$ cat config.mk
export PLATFORM = sky130hd
export DESIGN_NAME = stopwatch_control
export DESIGN_NICKNAME = d
export VERILOG_FILES = /design/src/rtl/stopwatch_pkg.sv /design/src/rtl/stopwatch_control_button_debouncer.sv /design/src/rtl/stopwatch_control.sv
export SDC_FILE = /design/constraint.sdc
export NUM_CORES = 1
export LEC_CHECK = 0
export ABC_AREA = 1
export BUFFER_PORTS_ARGS = -buffer_cell sky130_fd_sc_hd__buf_2
export CORE_ASPECT_RATIO = 1.2
export CORE_MARGIN = 1
export CORE_UTILIZATION = 25
export DETAILED_ROUTE_END_ITERATION = 8
export PLACE_DENSITY = 0.36
export SKIP_LAST_GASP = 1
export SYNTH_ARGS = -nofsm -noshare
export SYNTH_HDL_FRONTEND = slang
export SYNTH_SLANG_ARGS = --single-unit
export TNS_END_PERCENT = 20
$ cat constraint.sdc
create_clock -name clock -period 2.12 [get_ports clock]
set_clock_uncertainty 0.15 [all_clocks]
set_input_delay 0.424 -clock clock [delete_from_list [all_inputs] [get_ports clock]]
set_output_delay 0.424 -clock clock [all_outputs]
set_load 0.005 [all_outputs]
$ cat src/rtl/stopwatch_pkg.sv
// rtl/stopwatch_pkg.sv - shared state encoding, button indices and output decode
package stopwatch_pkg;

    typedef enum logic [1:0] {
        IDLE    = 2'd0,
        RUNNING = 2'd1,
        LAP     = 2'd2,
        STOPPED = 2'd3
    } state_e;

    localparam int BTN_STARTSTOP = 0;
    localparam int BTN_CLEAR     = 1;
    localparam int BTN_LAP       = 2;

    typedef struct packed {
        logic clear;
        logic enable;
        logic hold;
    } ctl_t;

    function automatic ctl_t state_ctl(input state_e s);
        ctl_t c;
        c = '{clear: 1'b0, enable: 1'b0, hold: 1'b0};
        case (s)
            IDLE:    c.clear  = 1'b1;
            RUNNING: c.enable = 1'b1;
            LAP: begin
                c.enable = 1'b1;
                c.hold   = 1'b1;
            end
            default: ;
        endcase
        return c;
    endfunction

endpackage

$ cat src/rtl/stopwatch_control_button_debouncer.sv
// rtl/stopwatch_control_button_debouncer.sv - synchronise and debounce one active-low button
module button_debouncer #(
    parameter int DEBOUNCE_CYCLES = 500000
) (
    input  logic clock,
    input  logic reset,
    input  logic raw,
    output logic level,
    output logic press
);

    localparam int CW = $clog2(DEBOUNCE_CYCLES);
    localparam logic [CW-1:0] CNT_MAX = CW'(DEBOUNCE_CYCLES - 1);

    logic [1:0]    sync_q;
    logic          level_q, level_d;
    logic          level_dly_q;
    logic [CW-1:0] cnt_q, cnt_d;
    logic          press_q;

    always_comb begin
        cnt_d   = cnt_q;
        level_d = level_q;
        if (sync_q[1] == level_q) begin
            cnt_d = '0;
        end else if (cnt_q == CNT_MAX) begin
            level_d = sync_q[1];
            cnt_d   = '0;
        end else begin
            cnt_d = cnt_q + CW'(1);
        end
    end

    // Press fires one cycle after the stable level has fallen; releases are silent.
    always_ff @(posedge clock or negedge reset) begin
        if (!reset) begin
            sync_q      <= 2'b11;
            level_q     <= 1'b1;
            level_dly_q <= 1'b1;
            cnt_q       <= '0;
            press_q     <= 1'b0;
        end else begin
            sync_q      <= {sync_q[0], raw};
            level_q     <= level_d;
            level_dly_q <= level_q;
            cnt_q       <= cnt_d;
            press_q     <= level_dly_q & ~level_q;
        end
    end

    assign level = level_q;
    assign press = press_q;

endmodule

$ cat src/rtl/stopwatch_control.sv
// rtl/stopwatch_control.sv - button conditioning and run/stop/lap/clear state machine
module stopwatch_control
    import stopwatch_pkg::*;
#(
    parameter int DEBOUNCE_CYCLES = 500000
) (
    input  logic       clock,
    input  logic       reset,
    input  logic       button0,
    input  logic       button1,
    input  logic       button2,
    output logic       count_enable,
    output logic       count_clear,
    output logic       display_hold,
    output logic [2:0] press
);

    logic [2:0] raw_w;
    logic [2:0] level_w;
    logic [2:0] press_w;

    assign raw_w = {button2, button1, button0};

    for (genvar i = 0; i < 3; i++) begin : g_btn
        button_debouncer #(
            .DEBOUNCE_CYCLES(DEBOUNCE_CYCLES)
        ) u_debouncer (
            .clock(clock),
            .reset(reset),
            .raw  (raw_w[i]),
            .level(level_w[i]),
            .press(press_w[i])
        );
    end

    state_e state_q, state_d;
    ctl_t   ctl_q;

    // Lower-priority events are dropped when a higher-priority legal one fires.
    always_comb begin
        state_d = state_q;
        case (state_q)
            IDLE: begin
                if (press_w[BTN_STARTSTOP])  state_d = RUNNING;
                else if (press_w[BTN_CLEAR]) state_d = IDLE;
            end
            RUNNING: begin
                if (press_w[BTN_STARTSTOP])  state_d = STOPPED;
                else if (press_w[BTN_LAP])   state_d = LAP;
            end
            LAP: begin
                if (press_w[BTN_STARTSTOP])  state_d = STOPPED;
                else if (press_w[BTN_LAP])   state_d = RUNNING;
            end
            STOPPED: begin
                if (press_w[BTN_STARTSTOP])  state_d = RUNNING;
                else if (press_w[BTN_CLEAR]) state_d = IDLE;
            end
            default: state_d = IDLE;
        endcase
    end

    always_ff @(posedge clock or negedge reset) begin
        if (!reset) begin
            state_q <= IDLE;
            ctl_q   <= state_ctl(IDLE);
        end else begin
            state_q <= state_d;
            ctl_q   <= state_ctl(state_d);
        end
    end

    assign count_clear  = ctl_q.clear;
    assign count_enable = ctl_q.enable;
    assign display_hold = ctl_q.hold;
    assign press        = press_w;

endmodule

==> metrics.yaml <==
grt:
  grt_pass1_wl_um: 17000
  grt_pass1_vias: 3486
  grt-ovfl-total: 0
  antenna_found_initial: 0
  grt_max_degree: 37
  track_usage_pct: 12.4
synth:
  netlist_area_um2: 4290
  avgSynthCellArea_um2: 7.87
  async_reset_ff_share_pct: 100
  yosys_warnings: 0
  synthDistinctLibCells: 29
  ys.flop_type: "dfrtp_1"
  syn_inst: 545
  ys_seq_area_share_pct: 45.3
  ys_ff_latch: 77
  synth_nets: 557
  synth-edff-count: 0
place:
  preCtsSetupSlack_ps: 391
  dp_hpwl_um: 7050
  port_buffers: 10
  post-place-cells: 771
  gp_congestion: 0.739
worst_hold_path:
  holdPathStages: 1
  holdCritPathClass: "in -> reg"
sta:
  relSlewSlack_pct: 72.4
  setup_viol: 0
  fin_crit_sh_pct: 84.3
  fmax_ghz: 0.560
  drv_slew: 0
  min_period_ps: 1790
  tightest_slew_ps: 414
  rsz0062_at_grt: "false"
  tns_ps: 0
  setup_slack_ps: 333
  hold_viol: 0
routing:
  post_drt_wl_per_cell_um: 12.2
  dr.pass1.iters: 4
  wirelength_um: 9610
  detail_route.iter0.violations: 133
  drc: 0
  ant_nets: 0
  vias: 3323
  avgViaCountPerCell: 4.22
finish:
  final_common_cell: "nor2_1"
  ff_latch_area_um2: 1940
  n_fill_cell: 1838
  num_antenna_cells: 0
  layout_common_cells: "nor2_1, nand2_1, inv_1, dfrtp_1, nand3_1"
  fin_cells: 788
  multi_input_area_um2: 2040
  area_growth_pct: 15.7
  nNetsFinal: 579
  drive_above_1_share_pct: 15.6
  final_util_pct: 29.4
worst_setup_path:
  crit_path_start_kind: "register"
  crit_path_top_delay_cell: "dfrtp_1"
  worstPathRequired_ps: 2200
  r2r_cells: 9
  critPathBufInv: 4
  critPathMaxFanout: 4
  critPathCaptureType: "register"
  cp_num_cells: 9
  cpPeakStageDelay_ps: 390
  crit_path_frequent_cell: "inv_1"
  crit_family: "adder cells"
  crit_arrival_ps: 1870
  worstPathCellList: "inv_1 -> ha_1 -> inv_1 -> a21oi_1 -> o21ai_0 -> o311ai_0 -> buf_4 -> ha_1 -> inv_1"
  crit_type: "reg -> reg"
clock_network:
  cts_buffers: 9
  post_cts_buffers: 0
  cts_tree: "built"
  clockBufferDepth: 2
  clock_sinks: 77
  cts-root-buf: "clkbuf_16"
  clkTransAtPathRegs_ps: 60
  clock_latency_ps: 340
  h-tree-depth: 3
pwr:
  p_per_area_nw_per_um2: 667
  power_leakage_nw: 2.13
  power_mw: 3.31
  max-vdd-ir-drop_mv: 0.320
die:
  start_util_pct: 25.4
  ios: 11
  dieArea_um2: 17700
  core-area_um2: 16900
  num_rows: 52
  dieHeight_um: 145
  die_x_um: 122
run:
  drv_cap: 0
outcome:
  run_status: "finished, final reports clean"
-- cell families (layout without fill, tap and decap cells) --
family | after synthesis | count (layout) | synth area share (%)
simple gates | 324 | 324 | 35.5
fa+ha+maj | 7 | 7 | 2.04
flops | 77 | 77 | 45.3
xor+xnor | 29 | 29 | 6.45
compound gates | 29 | 29 | 3.53
buf+inv | 79 | 106 | 7.18
-- per-layer routing --
| metal | track usage, % | up-vias | share of wire, % |
|---|---|---|---|
| li1 | - | 1722 | - |
| met2 | 20.6 | 29 | 49 |
| met5 | 0 | - | 0 |
| met1 | 15.4 | 1557 | 47 |
| met4 | 6.30 | 0 | 2.3 |
| met3 | 2.12 | 15 | 2.0 |
-- cells in the mapped netlist, drive strengths merged, types with 4 or more instances --
cell   number  share of area (%)
a21oi      15                1.8
and2        4               0.58
dfrtp      64                 37
dfstp      13                8.0
ha          7                2.0
inv        76                6.7
nand2     105                 10
nand3      47                5.8
nand4       5               0.73
nor2      156                 16
nor3b       4                1.1
o21ai      12                1.4
xnor2      10                2.0
xor2       19                4.4
-- stage by stage --
stage	hold slack (ps)	instance area, um^2
detailed placement	198	4620
global route	15.7	4960
CTS	14.0	4960
floorplan	-21.6	4290
finish	32.3	4960
global placement	198	4620
-- power breakdown --
| part | switching, mW | total (mW) | internal, mW | leakage, nW |
|---|---|---|---|---|
| Clock | 0.605 | 1.70 | 1.10 | 0.156 |
| Combinational | 0.0712 | 0.100 | 0.0289 | 0.949 |
| Sequential | 0.0137 | 1.51 | 1.49 | 1.02 |
-- sequential cells by signal, indices dropped and copies added (netlist names) --
| name | cells |
|---|---|
| g_btn.u_debouncer.press | 3 |
| display_hold | 1 |
| g_btn.u_debouncer.sync_q | 6 |
| count_clear | 1 |
| count_enable | 1 |
| g_btn.u_debouncer.level | 3 |
| g_btn.u_debouncer.cnt_q | 57 |
| state_q | 2 |
| g_btn.u_debouncer.level_dly_q | 3 |
-- final cells by class --
type | instances | share of cell area [%]
Clock inverter | 3 | 1.36
Multi-Input combinational cell | 389 | 41.0
Timing Repair Buffer | 14 | 1.97
Tap cell | 216 | 5.45
Sequential cell | 77 | 39.2
Inverter | 76 | 5.75
Clock buffer | 13 | 5.25
-- final timing paths --
check	start	endpoint	slack [ps]
setup reg to reg	state_q[1]$_DFF_PN0_	count_enable$_DFF_PN0_	330
setup / recovery	state_q[1]$_DFF_PN0_	count_enable$_DFF_PN0_	330
min in group asynchronous	reset	g_btn[0].u_debouncer.cnt_q[0]$_DFF_PN0_	410
max in group asynchronous	reset	g_btn[1].u_debouncer.level_dly_q$_DFF_PN1_	770
hold reg to reg	g_btn[1].u_debouncer.sync_q[0]$_DFF_PN1_	g_btn[1].u_debouncer.sync_q[1]$_DFF_PN1_	210
hold / removal	button0	g_btn[0].u_debouncer.sync_q[0]$_DFF_PN1_	30
-- timing repair --
| item | in CTS | in global routing |
|---|---|---|
| hold buffers | 1 | 0 |
| resized for setup | 0 | 0 |
| hold endpoints to repair | 22 | 0 |
Note: power is estimated with default switching activity, not from simulation.
